## src/rtl/mc_control.sv

```systemverilog
// mc_control: multicycle control sequencer issuing ALU and datapath controls per state.
// Define MC_OVFL_TRAP_EN to trap signed overflow of add/sub/addi instead of writing back.
module mc_control (
    input  logic       clk,
    input  logic       resetn,
    input  logic [5:0] op,
    input  logic [5:0] func,
    input  logic       zero,
    input  logic       ovfl,
    input  logic       mem_ack,
    output logic [3:0] aluc,
    output logic [1:0] alua_sel,
    output logic [2:0] alub_sel,
    output logic [1:0] pc_sel,
    output logic       pc_we,
    output logic       ir_we,
    output logic       reg_we,
    output logic       mem_req,
    output logic       mem_we,
    output logic       iord,
    output logic [1:0] regdst,
    output logic [1:0] wb_sel,
    output logic       illegal,
    output logic       exc,
    output logic [2:0] state
);
    typedef enum logic [2:0] {
        S_IF  = 3'd0,
        S_ID  = 3'd1,
        S_EXE = 3'd2,
        S_MEM = 3'd3,
        S_WB  = 3'd4
    } state_t;

    state_t cur, nxt;
    logic [3:0] r_code, i_code;
    logic r_ok, r_shift, r_jr, i_ok, i_zext;
    logic is_r, is_lw, is_sw, is_beq, is_bne, is_j, is_jal, legal, taken;

    always_comb begin
        r_code  = 4'b0000;
        r_ok    = 1'b1;
        r_shift = 1'b0;
        r_jr    = 1'b0;
        case (func)
            6'h20: r_code = 4'b0010;
            6'h21: r_code = 4'b0000;
            6'h22: r_code = 4'b0011;
            6'h23: r_code = 4'b0001;
            6'h24: r_code = 4'b0100;
            6'h25: r_code = 4'b0101;
            6'h26: r_code = 4'b0110;
            6'h27: r_code = 4'b0111;
            6'h2a: r_code = 4'b1011;
            6'h2b: r_code = 4'b1010;
            6'h00: begin r_code = 4'b1110; r_shift = 1'b1; end
            6'h02: begin r_code = 4'b1101; r_shift = 1'b1; end
            6'h03: begin r_code = 4'b1100; r_shift = 1'b1; end
            6'h08: r_jr = 1'b1;
            default: r_ok = 1'b0;
        endcase
    end

    always_comb begin
        i_code = 4'b0000;
        i_ok   = 1'b1;
        i_zext = 1'b0;
        case (op)
            6'h08: i_code = 4'b0010;
            6'h09: i_code = 4'b0000;
            6'h0a: i_code = 4'b1011;
            6'h0b: i_code = 4'b1010;
            6'h0c: begin i_code = 4'b0100; i_zext = 1'b1; end
            6'h0d: begin i_code = 4'b0101; i_zext = 1'b1; end
            6'h0e: begin i_code = 4'b0110; i_zext = 1'b1; end
            6'h0f: begin i_code = 4'b1000; i_zext = 1'b1; end
            default: i_ok = 1'b0;
        endcase
    end

    assign is_r   = (op == 6'h00);
    assign is_j   = (op == 6'h02);
    assign is_jal = (op == 6'h03);
    assign is_beq = (op == 6'h04);
    assign is_bne = (op == 6'h05);
    assign is_lw  = (op == 6'h23);
    assign is_sw  = (op == 6'h2b);
    assign legal  = (is_r & r_ok) | i_ok | is_lw | is_sw | is_beq | is_bne | is_j | is_jal;
    assign taken  = (is_beq & zero) | (is_bne & ~zero);
    assign state  = cur;

`ifdef MC_OVFL_TRAP_EN
    logic trap_op;
    assign trap_op = (is_r & ((func == 6'h20) | (func == 6'h22))) | (op == 6'h08);
`else
    logic unused_ovfl;
    assign unused_ovfl = ovfl;
`endif

    always_ff @(posedge clk or negedge resetn) begin
        if (!resetn) cur <= S_IF;
        else         cur <= nxt;
    end

    always_comb begin
        nxt      = cur;
        aluc     = 4'b0000;
        alua_sel = 2'd0;
        alub_sel = 3'd0;
        pc_sel   = 2'd0;
        pc_we    = 1'b0;
        ir_we    = 1'b0;
        reg_we   = 1'b0;
        mem_req  = 1'b0;
        mem_we   = 1'b0;
        iord     = 1'b0;
        regdst   = 2'd0;
        wb_sel   = 2'd0;
        illegal  = 1'b0;
        exc      = 1'b0;
        case (cur)
            S_IF: begin
                mem_req  = 1'b1;
                alub_sel = 3'd1;
                // an ack seen while reset is held must not latch an instruction
                if (mem_ack && resetn) begin
                    ir_we = 1'b1;
                    pc_we = 1'b1;
                    nxt   = S_ID;
                end
            end
            S_ID: begin
                alub_sel = 3'd4;
                nxt      = S_EXE;
                if (is_j || is_jal) begin
                    pc_we  = 1'b1;
                    pc_sel = 2'd2;
                    reg_we = is_jal;
                    regdst = is_jal ? 2'd2 : 2'd0;
                    wb_sel = is_jal ? 2'd2 : 2'd0;
                    nxt    = S_IF;
                end else if (is_r && r_jr) begin
                    pc_we  = 1'b1;
                    pc_sel = 2'd3;
                    nxt    = S_IF;
                end else if (!legal) begin
                    illegal = 1'b1;
                    nxt     = S_IF;
                end
            end
            S_EXE: begin
                alua_sel = 2'd1;
                if (is_beq || is_bne) begin
                    aluc   = 4'b0001;
                    pc_we  = taken;
                    pc_sel = taken ? 2'd1 : 2'd0;
                    nxt    = S_IF;
                end else if (is_lw || is_sw) begin
                    alub_sel = 3'd2;
                    nxt      = S_MEM;
                end else if (is_r) begin
                    aluc     = r_code;
                    alua_sel = r_shift ? 2'd2 : 2'd1;
                    nxt      = S_WB;
                end else begin
                    aluc     = i_code;
                    alub_sel = i_zext ? 3'd3 : 3'd2;
                    nxt      = S_WB;
                end
`ifdef MC_OVFL_TRAP_EN
                if (trap_op && ovfl) begin
                    exc = 1'b1;
                    nxt = S_IF;
                end
`endif
            end
            S_MEM: begin
                mem_req = 1'b1;
                iord    = 1'b1;
                mem_we  = is_sw;
                if (mem_ack) nxt = is_lw ? S_WB : S_IF;
            end
            S_WB: begin
                reg_we = 1'b1;
                regdst = is_r ? 2'd1 : 2'd0;
                wb_sel = is_lw ? 2'd1 : 2'd0;
                nxt    = S_IF;
            end
            default: nxt = S_IF;
        endcase
    end
endmodule

```

## config.mk

```make
export PLATFORM = sky130hd
export DESIGN_NAME = mc_control
export DESIGN_NICKNAME = d
export VERILOG_FILES = /design/src/rtl/mc_control.sv
export SDC_FILE = /design/constraint.sdc
export NUM_CORES = 1
export LEC_CHECK = 0
export CAP_MARGIN = 20
export CORE_UTILIZATION = 30
export DETAILED_ROUTE_END_ITERATION = 12
export PLACE_DENSITY = 0.63
export SLEW_MARGIN = 20
export SYNTH_ARGS = -nofsm -noshare
export SYNTH_HDL_FRONTEND = slang
export SYNTH_SLANG_ARGS = --single-unit
export TNS_END_PERCENT = 50
```

## constraint.sdc

```tcl
create_clock -name clk -period 1.49 [get_ports clk]
set_input_delay 0.149 -clock clk [delete_from_list [all_inputs] [get_ports clk]]
set_output_delay 0.149 -clock clk [all_outputs]
set_load 0.05 [all_outputs]
```

==> impl_metrics.py <==
metrics = {
    "status": {
        "status": "finished, violations left",
        "violations": "negative setup slack",
    },
    "critical_path": {
        "worst_setup_path_end_kind": "output port",
        "critPathMaxFanout": 4,
        "r2r_setup_slack_ns": -0.20,
        "cp_data_arrival_time_ns": 1.91,
        "cp.required_ns": 1.34,
        "worstSetupEndpoint": "pc_we",
        "r2r_cells": 7,
        "r2r_end": "state[2]",
        "crit_type": "reg -> out",
        "startpoint": "state[2]",
        "r2r-start": "state[2]",
        "startpoint_type": "flip-flop",
    },
    "hold_path": {
        "hold_class": "in -> async",
    },
    "layout": {
        "largest_reg_flops": 3,
        "area_growth_pct": 198.4,
        "final_common_cell": "buf_4",
        "final_nets": 238,
        "antennaDiodeCount": 0,
        "layout-drive-gt1-share_pct": 74.09,
        "final_cell_mix": "52 x buf_4, 23 x buf_12, 17 x buf_6",
        "fin_util_pct": 95.10,
    },
    "route": {
        "postRouteAntennaNets": 0,
        "totalWireLength_mm": 6.005,
        "routedWlPerCell_um": 24.02,
        "drt_pass1_iterations": 4,
        "drt_iter0_markers": 102,
        "drt-vias-per-instance": 6.088,
        "dr_total_vias": 1522,
        "route.detailed.drc": 0,
    },
    "pwr": {
        "pwr-share-comb_pct": 66.6,
        "seq_power_share_pct": 10.6,
        "total_power_mw": 0.8705,
        "powerDensity_nw_per_um2": 369.5,
        "p_int_mw": 0.4606,
        "power_switching_mw": 0.4099,
        "power_frac_clock_pct": 22.8,
        "ir_drop_mv": 0.4975,
        "switching_share_pct": 47.08,
        "p_leak_nw": 0.9585,
    },
    "global_routing": {
        "track_usage_pct": 35.96,
        "grt_pass1_vias": 1402,
        "overflow": 0,
        "grt_pass1_wl_mm": 7.203,
        "antenna_found_initial": 0,
        "grt_max_degree": 13,
    },
    "job": {
        "maxCapViolations": 0,
    },
    "floorplanning": {
        "fp-row-count": 18,
        "fp.dieArea_um2": 2841,
        "initial_core_util_pct": 31.87,
        "die_x_um": 53.30,
        "io_pins": 43,
        "die_h_um": 53.30,
        "coreArea_um2": 2477,
    },
    "clock_tree": {
        "cts_tree": "built",
        "root_buffer": "clkbuf_4",
        "clock_path_buffers": 2,
        "cts_max_level": 1,
        "cts_sinks": 3,
        "clk_pin_slew_ns": 0.07,
        "cts_buffers": 3,
        "clk_latency_ns": 0.28,
    },
    "placed_design": {
        "pre_cts_ws_ns": -0.7770,
        "place_congestion": 0.9104,
        "io_buffers": 40,
        "dpl.hpwl_mm": 2.761,
    },
    "yosys": {
        "async_flop_share_pct": 100.0,
        "muxShareOfSynthArea_pct": 1.426,
        "synth_fa_ha_area_share_pct": 1.268,
        "synth_top_family_by_area": "simple AND/OR/NAND/NOR gates",
        "yosysUniqueCellTypes": 46,
        "synth-simple-area-share_pct": 43.74,
        "ys_warn_count": 0,
        "synth_xor_area_share_pct": 2.219,
        "syn_avg_cell_area_um2": 6.691,
        "yosysSeqAreaShare_pct": 9.509,
        "synth_flop_cell": "dfrtp_1",
        "syn_nets": 135,
        "synth_cells": 118,
        "synth_compound_area_share_pct": 29.00,
        "ys_seq_elements": 3,
        "synth_edf_count": 0,
        "syn_area_um2": 789.5,
    },
    "sta": {
        "finalSetupViolCount": 25,
        "finClkSkew_ns": 0.02091,
        "timing.final.crit_share_pct": 138.4,
        "max_freq_mhz": 484.9,
        "drv_slew": 0,
        "whs_ns": 0.1714,
        "finalHoldViolations": 0,
        "rsz0062_at_grt": "yes",
        "worst_pin_slew_ns": 0.6517,
        "setup_ws_ns": -0.5724,
        "slew_headroom_pct": 56.19,
        "fin_crit_ns": 2.062,
        "tns_ns": -8.696,
    },
}
-- timing repair --
item,in CTS,in global routing
pin swaps,23,20
setup buffers,10,13
cloned,0,0
resized for setup,80,34
setup endpoints to repair,24,24
hold buffers,0,0
-- worst min-delay path by stage --
stage	to	slack [ns]	from
2_1_floorplan	state[0]	-0.15	resetn
3_3_place_gp	state[1]	0.44	resetn
3_5_place_dp	state[1]	0.48	resetn
4_1_cts	state[0]	0.23	resetn
5_1_grt	state[1]	0.19	resetn
6_report	state[1]	0.17	resetn
-- stage by stage --
stage | cells | instance area, um2
6_report | 250 | 2356
5_1_grt | 250 | 2356
4_1_cts | 239 | 2121
3_5_place_dp | 226 | 1839
3_3_place_gp | 226 | 1839
2_1_floorplan | 118 | 898.4
-- power groups by stage --
stage / Clock (mW) / Combinational [mW] / Sequential (mW)
finish: 0.198 / 0.580 / 0.0921
detailed placement: 0 / 0.436 / 0.0901
floorplan: 0 / 0.194 / 0.0993
global placement: 0 / 0.426 / 0.0896
CTS: 0.152 / 0.485 / 0.0916
global route: 0.204 / 0.597 / 0.0920
-- metal layers --
metal  track usage, %  vias up  part of all wire, %
li1                 -      634                    -
met1            43.34      723                   36
met2            61.88      124                   48
met3            4.023       41                  9.0
met4            17.54        0                  6.5
met5                0        -                    0
-- final cells by class --
type / count / area, um2
timing repair buffer: 107 / 1195
multi-input combinational: 98 / 984.7
fill: 67 / 121.4
sequential: 3 / 78.83
tap: 30 / 37.54
inverter: 8 / 33.78
clock buffer: 4 / 26.28
-- Yosys cell counts (2+ instances only) --
library cell | count | share of area [%]
a2111oi_0 | 2 | 2.2
a211oi_1 | 2 | 1.9
a21oi_1 | 5 | 3.2
a311o_1 | 2 | 2.5
and3_1 | 3 | 2.4
buf_2 | 3 | 1.9
buf_4 | 2 | 1.9
buf_6 | 3 | 4.3
dfrtp_1 | 3 | 9.5
inv_1 | 8 | 3.8
nand2_1 | 10 | 4.8
nand2b_1 | 4 | 3.2
nand3_1 | 5 | 3.2
nor2_1 | 15 | 7.1
nor2b_1 | 3 | 2.4
nor3_1 | 6 | 3.8
nor3b_1 | 4 | 3.8
nor4_1 | 2 | 1.6
o211ai_1 | 2 | 1.9
o21ai_0 | 4 | 2.5
or2_2 | 2 | 1.6
or3_1 | 3 | 2.4
xor2_1 | 2 | 2.2
-- worst max-delay path: stages, from the launching register on --
cell and delay [ns]:
dfrtp_2 0.47, nor3b_4 0.26, and3_4 0.25, nand3_1 0.22, o211ai_1 0.21, clkbuf_16 0.22
-- cells by family (layout without fill, tap and decap cells) --
| group | after synthesis | in the layout |
|---|---|---|
| AOI/OAI and AO/OA | 29 | 29 |
| xor gates and xnor gates | 2 | 2 |
| DFF | 3 | 3 |
| and+or+nand+nor | 64 | 64 |
| muxes | 1 | 1 |
| buffers and inverters | 17 | 119 |
| adders and majority gates | 1 | 1 |
| other | 1 | 1 |
Power figures use the tool's default switching activity.
